==> src/rtl/shift_cmd_fifo.sv <==
// Shift command FIFO: first-word-fall-through queue of {operand, shift amount}
// pairs that feeds the A/S inputs of a barrel shifter.
module shift_cmd_fifo #(
  parameter int DATA_W  = 8,
  parameter int SHAMT_W = 3,
  parameter int DEPTH   = 4
) (
  input  logic                   clk,
  input  logic                   rst_n,
  input  logic                   flush,
  input  logic                   in_valid,
  input  logic [DATA_W-1:0]      in_data,
  input  logic [SHAMT_W-1:0]     in_shamt,
  output logic                   in_ready,
  output logic                   out_valid,
  output logic [DATA_W-1:0]      out_data,
  output logic [SHAMT_W-1:0]     out_shamt,
  input  logic                   out_ready,
  output logic [$clog2(DEPTH):0] count
);

  localparam int PTR_W = $clog2(DEPTH);
  localparam int CNT_W = PTR_W + 1;
  localparam logic [CNT_W-1:0] FULL_CNT = CNT_W'(DEPTH);
  localparam logic [CNT_W-1:0] CNT_ONE  = CNT_W'(1);
  localparam logic [PTR_W-1:0] PTR_ONE  = PTR_W'(1);

  logic [DATA_W-1:0]  dataMem_q  [DEPTH];
  logic [SHAMT_W-1:0] shamtMem_q [DEPTH];

  logic [PTR_W-1:0] wrPtr_q, wrPtr_d;
  logic [PTR_W-1:0] rdPtr_q, rdPtr_d;
  logic [CNT_W-1:0] count_q, count_d;

  logic push;
  logic pop;

  // Ready depends only on registered occupancy, so a pop never opens a slot
  // for a push in the same cycle.
  assign in_ready  = (count_q < FULL_CNT);
  assign out_valid = (count_q != '0);
  assign count     = count_q;
  assign push      = in_valid && in_ready;
  assign pop       = out_valid && out_ready;

  assign out_data  = out_valid ? dataMem_q[rdPtr_q]  : '0;
  assign out_shamt = out_valid ? shamtMem_q[rdPtr_q] : '0;

  always_comb begin
    wrPtr_d = wrPtr_q;
    rdPtr_d = rdPtr_q;
    count_d = count_q;
    if (flush) begin
      wrPtr_d = '0;
      rdPtr_d = '0;
      count_d = '0;
    end else begin
      if (push) wrPtr_d = wrPtr_q + PTR_ONE;
      if (pop)  rdPtr_d = rdPtr_q + PTR_ONE;
      unique case ({push, pop})
        2'b10:   count_d = count_q + CNT_ONE;
        2'b01:   count_d = count_q - CNT_ONE;
        default: count_d = count_q;
      endcase
    end
  end

  always_ff @(posedge clk) begin
    if (!rst_n) begin
      wrPtr_q <= '0;
      rdPtr_q <= '0;
      count_q <= '0;
    end else begin
      wrPtr_q <= wrPtr_d;
      rdPtr_q <= rdPtr_d;
      count_q <= count_d;
    end
  end

  // Storage is deliberately left unreset; only pointers and count define validity.
  always_ff @(posedge clk) begin
    if (rst_n && !flush && push) begin
      dataMem_q[wrPtr_q]  <= in_data;
      shamtMem_q[wrPtr_q] <= in_shamt;
    end
  end

endmodule

==> config.mk <==
export PLATFORM = sky130hd
export DESIGN_NAME = shift_cmd_fifo
export DESIGN_NICKNAME = d
export VERILOG_FILES = /design/src/rtl/shift_cmd_fifo.sv
export SDC_FILE = /design/constraint.sdc
export NUM_CORES = 1
export LEC_CHECK = 0
export CORE_MARGIN = 2
export CORE_UTILIZATION = 40
export DETAILED_ROUTE_END_ITERATION = 8
export PLACE_DENSITY = 0.61
export SLEW_MARGIN = 20
export SYNTH_ARGS = -nofsm -noshare
export SYNTH_HDL_FRONTEND = slang
export SYNTH_SLANG_ARGS = --single-unit
==> constraint.sdc <==
create_clock -name clk -period 2.3 [get_ports clk]
set_clock_uncertainty 0.05 [all_clocks]
set_input_delay 0.46 -clock clk [delete_from_list [all_inputs] [get_ports clk]]
set_output_delay 0.46 -clock clk [all_outputs]
set_load 0.03 [all_outputs]
# == Yosys cells after proc, flatten, opt, wreduce, memory -nomap -nowiden ==
# Memory sizes are Yosys's and may differ from the RTL's. A register that Yosys moved wholly into a read port is not among the register bits.
# Index checks and enable logic that the tools add are counted.
# totals
regBits,7
mem_bits_rw,44
output_inout_bits,16
elab_cells,30
memories,2
# memory_table
name,depth,width,rd,rd_ports_with_merged_regs,write_ports,line,source
dataMem_q,4,8,1,1,1,28,logic [DATA_W-1:0] dataMem_q [DEPTH];
shamtMem_q,4,3,1,1,1,29,logic [SHAMT_W-1:0] shamtMem_q [DEPTH];
# op_classes
addsub,4
magnitude_cmp,1
n_eq_ne,2
mux,9
bitwise,1
reduce_logical,8
# ops
cell,n
$mux 2,4
$mux 8,1
$pmux 3 s2,1
$add 2x1->2 const B,2
$logic_and 1x1->1,4
$add 3x1->3 const B,1
$lt 3x3->1 const B,1
$mux 3,1
$reduce_bool 3->1,1
$sub 3x1->3 const B,1
$eq 2x1->1 const B,1
$eq 2x2->1 const B,1
$mux 1,2
$reduce_bool 2->1,1
$reduce_or 2->1,1
$logic_not 1->1,1
$not 1->1,1

# == Longest topological paths before layout ==
# logic_depth
word_depth,5
mapped_depth,9

# == Worst setup path after synthesis ==
# No wires, ideal clock.
# synth_path
kind,reg-to-reg
from,"reg count_q[2], in the netlist count[2]"
to,"reg count_q[2], in the netlist count[2]"
setup_time_ns,0.070
t_arrival_ns,2.162
required_time_ns,2.180
path_slack_ns,0.018
stages_incl_launch_ff,10
n_path_buf,1
path_cell_list,dfxtp_1 and2b_1 clkbuf_1 inv_1 ha_1 inv_1 fa_1 xor2_1 or3_1 a21oi_1
# synth_via
elab_chain_cells,4
word_cells_on_any_way,10
cone_classes,2 x add/sub; 1 x order compare; 2 x eq/ne; 1 x mux; 4 x reduce/logical
# synth_lines
item,line,source
start: declaration,33,"logic [CNT_W-1:0] count_q, count_d;"
start signal: assignment,76,count_q <= count_d;
$lt 3x3->1 or $reduce_bool 3->1 (tied branches),"40, 41",
"$logic_and 1x1->1, on equally long branches","43, 44",
$eq 2x1->1 or $eq 2x2->1 (tied branches),60,"unique case ({push, pop})"
$pmux 3 s2 or $reduce_bool 2->1 (tied branches),--,
# Parallel ways exist; a longest one is shown, timed or not.
# A chain may end at the register's enable or synchronous reset.

==> report_table.html <==
<table>
<tr><th>Metric</th><th>Value</th></tr>
<tr><th colspan="2">Route</th></tr>
<tr><td>Via density per instance</td><td>4.76</td></tr>
<tr><td>Via count of the routed design</td><td>1167</td></tr>
<tr><td>Final wirelength</td><td>3730 um</td></tr>
<tr><td>Remaining number of nets flagged by the antenna check after routing</td><td>0</td></tr>
<tr><td>Routed length on met2</td><td>1980 um</td></tr>
<tr><td>Metal3 WL</td><td>118 um</td></tr>
<tr><td>Number of violations reported at the end of detailed-routing iteration 0</td><td>67</td></tr>
<tr><td>Routed wirelength normalized by instance count</td><td>15.2 um</td></tr>
<tr><td>Detailed-routing iteration count for the pre-antenna-repair pass</td><td>3</td></tr>
<tr><td>DRT met1 WL</td><td>1610 um</td></tr>
<tr><td>Highest metal layer used by the detailed router</td><td>met4</td></tr>
<tr><td>Total DRC errors in the routed layout</td><td>0</td></tr>
<tr><th colspan="2">STA</th></tr>
<tr><td>Crit path setup slack, layout</td><td>0.0808 ns</td></tr>
<tr><td>Share of the clock period used by the worst path</td><td>96.5%</td></tr>
<tr><td>Actual transition at the worst max-transition pin</td><td>0.309 ns</td></tr>
<tr><td>Hold violation total from the final report</td><td>0</td></tr>
<tr><td>Highest achievable clock rate</td><td>451 MHz</td></tr>
<tr><td>Final Max Slew Viols</td><td>0</td></tr>
<tr><td>Setup repair after global routing missed its margin</td><td>false</td></tr>
<tr><td>Post-layout min period</td><td>2.22 ns</td></tr>
<tr><td>Total setup violations reported at the end of the flow</td><td>0</td></tr>
<tr><td>Worst slew margin</td><td>79.3%</td></tr>
<tr><th colspan="2">Synth</th></tr>
<tr><td>Post-synthesis cell area</td><td>0.00215 mm^2</td></tr>
<tr><td>Sequential area share after synthesis</td><td>70.0%</td></tr>
<tr><td>Post-synth net total</td><td>145</td></tr>
<tr><td>Simple-gate share of the synthesized area</td><td>8.75%</td></tr>
<tr><td>Synthesized netlist cell count</td><td>123</td></tr>
<tr><td>Yosys warnings</td><td>0</td></tr>
<tr><td>Post-Syn Area per Cell</td><td>17.4 um^2</td></tr>
<tr><td>Count of state elements after synthesis</td><td>53</td></tr>
<tr><td>Synthesized-area fraction occupied by ao, oa, aoi and oai cells</td><td>1.63%</td></tr>
<tr><td>Proportion of register bits with asynchronous set or reset after synthesis</td><td>0%</td></tr>
<tr><td>Arithmetic-cell share of the synthesized area counting full adders, half adders and majority gates</td><td>3.85%</td></tr>
<tr><td>Number of enable-type register cells in the synthesized netlist</td><td>44</td></tr>
<tr><td>Biggest area contributors in the synthesized netlist</td><td>sky130_fd_sc_hd__edfxtp_1, sky130_fd_sc_hd__mux4_2, sky130_fd_sc_hd__dfxtp_1, sky130_fd_sc_hd__nor2b_1, sky130_fd_sc_hd__ha_1</td></tr>
<tr><td>Portion of synthesized cell area occupied by the leading cell type</td><td>61.6%</td></tr>
<tr><td>Largest area contributor in the netlist</td><td>sky130_fd_sc_hd__edfxtp_1</td></tr>
<tr><td>Mux contribution to synthesized area</td><td>12.0%</td></tr>
<tr><td>Yosys cell types</td><td>23</td></tr>
<tr><td>Commonest register cell after synthesis</td><td>sky130_fd_sc_hd__edfxtp_1</td></tr>
<tr><td>Post-synthesis xor/xnor area fraction</td><td>1.22%</td></tr>
<tr><td>Main combinational cell family by area after synthesis</td><td>multiplexers</td></tr>
<tr><th colspan="2">Placement</th></tr>
<tr><td>Placed wire-length estimate after detailed placement</td><td>2680 um</td></tr>
<tr><td>Count of buffers from port buffering</td><td>31</td></tr>
<tr><td>Post-Place Worst Slack</td><td>-0.154 ns</td></tr>
<tr><td>Routability Congestion</td><td>0.734</td></tr>
<tr><td>Post-Place Cells</td><td>237</td></tr>
<tr><th colspan="2">Power</th></tr>
<tr><td>Lkg Pwr</td><td>0.948 nW</td></tr>
<tr><td>Power, Total</td><td>1.73 mW</td></tr>
<tr><td>Power per cell area</td><td>638 mW/mm^2</td></tr>
<tr><td>Worst IR drop on VDD</td><td>0.000341 V</td></tr>
<tr><th colspan="2">Clock tree</th></tr>
<tr><td>Maximum buffer depth of the clock tree</td><td>2</td></tr>
<tr><td>Clock tree from TritonCTS</td><td>yes</td></tr>
<tr><td>Total clock buffers created by CTS</td><td>5</td></tr>
<tr><td>H-tree Lvls</td><td>2</td></tr>
<tr><td>Clock input transition at the sequential cells of the worst setup and hold paths</td><td>0.09 ns</td></tr>
<tr><td>Skew-Pair Late Insertion Delay</td><td>0.29 ns</td></tr>
<tr><td>Post-CTS Repair Setup Buffers</td><td>0</td></tr>
<tr><td>Count of clock tree sinks</td><td>53</td></tr>
<tr><td>Root buf cell</td><td>sky130_fd_sc_hd__clkbuf_8</td></tr>
<tr><th colspan="2">Status</th></tr>
<tr><td>Status</td><td>completed</td></tr>
<tr><th colspan="2">Floorplan</th></tr>
<tr><td>Die boundary width</td><td>77.2 um</td></tr>
<tr><td>Io pins</td><td>32</td></tr>
<tr><td>Chip Height</td><td>77.2 um</td></tr>
<tr><td>Die footprint</td><td>0.00597 mm^2</td></tr>
<tr><td>Standard cell core area</td><td>0.00514 mm^2</td></tr>
<tr><td>Initial core utilization</td><td>41.7%</td></tr>
<tr><td>Total number of placement rows</td><td>26</td></tr>
<tr><th colspan="2">GRT</th></tr>
<tr><td>Vias in the first global route</td><td>1265</td></tr>
<tr><td>Number of antenna violations at the first check in global routing</td><td>0</td></tr>
<tr><td>Global-route wire length before repair</td><td>6240 um</td></tr>
<tr><td>Gr ovfl total</td><td>0</td></tr>
<tr><td>Overall track demand over capacity in global routing</td><td>13.8%</td></tr>
<tr><td>Largest net degree at the start of global routing</td><td>16</td></tr>
<tr><th colspan="2">Layout</th></tr>
<tr><td>Area delta synth-&gt;final</td><td>26.0%</td></tr>
<tr><td>Net count of the finished layout</td><td>196</td></tr>
<tr><td>Fraction of final layout cells with drive strength greater than 1</td><td>26.9%</td></tr>
<tr><td>Antenna diode instance count</td><td>0</td></tr>
<tr><td>Final cell count without fillers</td><td>245</td></tr>
<tr><th colspan="2">Critical path</th></tr>
<tr><td>Arrival @ worst endpoint</td><td>1.71 ns</td></tr>
<tr><td>Maximum net fanout on the critical path</td><td>5</td></tr>
<tr><td>Critical path class</td><td>reg2out</td></tr>
<tr><td>Critical register-to-register path startpoint</td><td>count[2]$_SDFFE_PP0P_</td></tr>
<tr><td>Required time of the critical path</td><td>1.79 ns</td></tr>
<tr><td>Crit start category</td><td>register</td></tr>
<tr><td>Type of element capturing the critical path</td><td>primary output</td></tr>
<tr><th colspan="2">Worst hold path</th></tr>
<tr><td>Worst hold-check path type</td><td>reg2reg</td></tr>
<tr><td>Worst hold path startpoint</td><td>rdPtr_q[1]$_SDFFE_PP0P_</td></tr>
<tr><th colspan="2">Flow run</th></tr>
<tr><td>Max Cap Viol</td><td>0</td></tr>
</table>
[logic make-up (layout without fill, tap and decap cells)]
family / count (synthesis) / in the layout
xor+xnor: 3 / 3
mux: 12 / 12
buf+inv: 12 / 64
compound gates: 7 / 7
fa+ha+maj: 6 / 6
simple gates: 30 / 30
flops: 53 / 53
[routing by layer]
layer / up-vias / track usage [%]
li1: 557 / -
met1: 588 / 16.6
met2: 20 / 24.3
met3: 2 / 3.76
met4: 0 / 3.75
met5: - / 0
[where the power goes]
part / leakage, nW / total [mW] / internal (mW) / switching (mW)
Combinational: 0.438 / 0.177 / 0.0830 / 0.0942
Clock: 0.0385 / 0.491 / 0.216 / 0.275
Sequential: 0.471 / 1.06 / 1.05 / 0.00752
[stage by stage]
step           hold slack, ns  TNS [ns]  utilization [%]  area (um^2)
6_report                0.447         0             52.6         2700
5_1_grt                 0.483         0             52.6         2700
4_1_cts                 0.451         0             53.2         2740
3_5_place_dp            0.432    -0.154             51.5         2650
3_3_place_gp            0.423   -0.0714             51.5         2650
2_1_floorplan           0.409         0                -         2150
[final timing paths]
| check | endpoint | depth (start not counted) | slack [ns] |
|---|---|---|---|
| worst max register to register | count[2]$_SDFFE_PP0P_ | 8 | 0.18 |
| worst min-delay path | rdPtr_q[1]$_SDFFE_PP0P_ | 2 | 0.45 |
| worst max-delay path | out_data[7] | 4 | 0.08 |
| worst min register to register | rdPtr_q[1]$_SDFFE_PP0P_ | 2 | 0.45 |
[sequential cells by signal (all words and copies together) (netlist names), named ones only]
name / flops
shamtMem_q: 12
dataMem_q: 32
wrPtr_q: 2
count: 3
rdPtr_q: 2
[what timing repair did]
action,4_1_cts,5_1_grt
gates resized for setup,26,12
hold buffers,0,0
setup endpoints to repair,12,7
gates cloned,0,0
[Yosys cell counts (3+ instances only)]
cell	number
sky130_fd_sc_hd__nor2b_1	11
sky130_fd_sc_hd__mux4_2	11
sky130_fd_sc_hd__a21oi_1	3
sky130_fd_sc_hd__nor2_1	5
sky130_fd_sc_hd__and3_1	4
sky130_fd_sc_hd__ha_1	5
sky130_fd_sc_hd__inv_1	8
sky130_fd_sc_hd__o21ai_0	4
sky130_fd_sc_hd__dfxtp_1	9
sky130_fd_sc_hd__edfxtp_1	44
sky130_fd_sc_hd__and2b_1	3
[layout by cell type, fill, tap and decap left out]
master,count
sky130_fd_sc_hd__buf_4,16
sky130_fd_sc_hd__clkinvlp_4,1
sky130_fd_sc_hd__xor2_1,2
sky130_fd_sc_hd__mux4_2,11
sky130_fd_sc_hd__mux2i_1,1
sky130_fd_sc_hd__dfxtp_2,1
sky130_fd_sc_hd__nor3_4,1
sky130_fd_sc_hd__edfxtp_1,44
sky130_fd_sc_hd__clkdlybuf4s50_1,19
sky130_fd_sc_hd__or3_1,2
sky130_fd_sc_hd__dfxtp_1,8
sky130_fd_sc_hd__dlygate4sd2_1,1
sky130_fd_sc_hd__fa_1,1
sky130_fd_sc_hd__nor2_1,5
sky130_fd_sc_hd__buf_2,1
sky130_fd_sc_hd__clkbuf_1,2
sky130_fd_sc_hd__a21oi_1,3
sky130_fd_sc_hd__and2b_1,3
sky130_fd_sc_hd__nor2b_1,11
sky130_fd_sc_hd__buf_6,1
sky130_fd_sc_hd__clkbuf_2,6
sky130_fd_sc_hd__xnor2_1,1
sky130_fd_sc_hd__clkdlybuf4s15_2,4
sky130_fd_sc_hd__clkbuf_8,5
sky130_fd_sc_hd__o21ai_0,4
sky130_fd_sc_hd__nand2b_1,1
sky130_fd_sc_hd__inv_1,8
sky130_fd_sc_hd__ha_1,5
sky130_fd_sc_hd__or4b_1,1
sky130_fd_sc_hd__nand2_1,2
sky130_fd_sc_hd__and3_1,4
[final cells by class]
type                    instances  area, um^2
clock inverters                 1        7.51
clock buffers                   7        76.3
multi-input cells              58         589
repair buffers                 48         410
flip-flops and latches         53        1500
fillers                       470        2440
well taps                      70        87.6
inverters                       8        30.0
[worst max-delay path, stage by stage, from the launching register on]
cell,delay (ns)
sky130_fd_sc_hd__dfxtp_2,0.36
sky130_fd_sc_hd__buf_6,0.14
sky130_fd_sc_hd__mux4_2,0.48
sky130_fd_sc_hd__nor2b_1,0.15
sky130_fd_sc_hd__clkdlybuf4s15_2,0.28
Note: power is estimated with default switching activity, not from simulation.
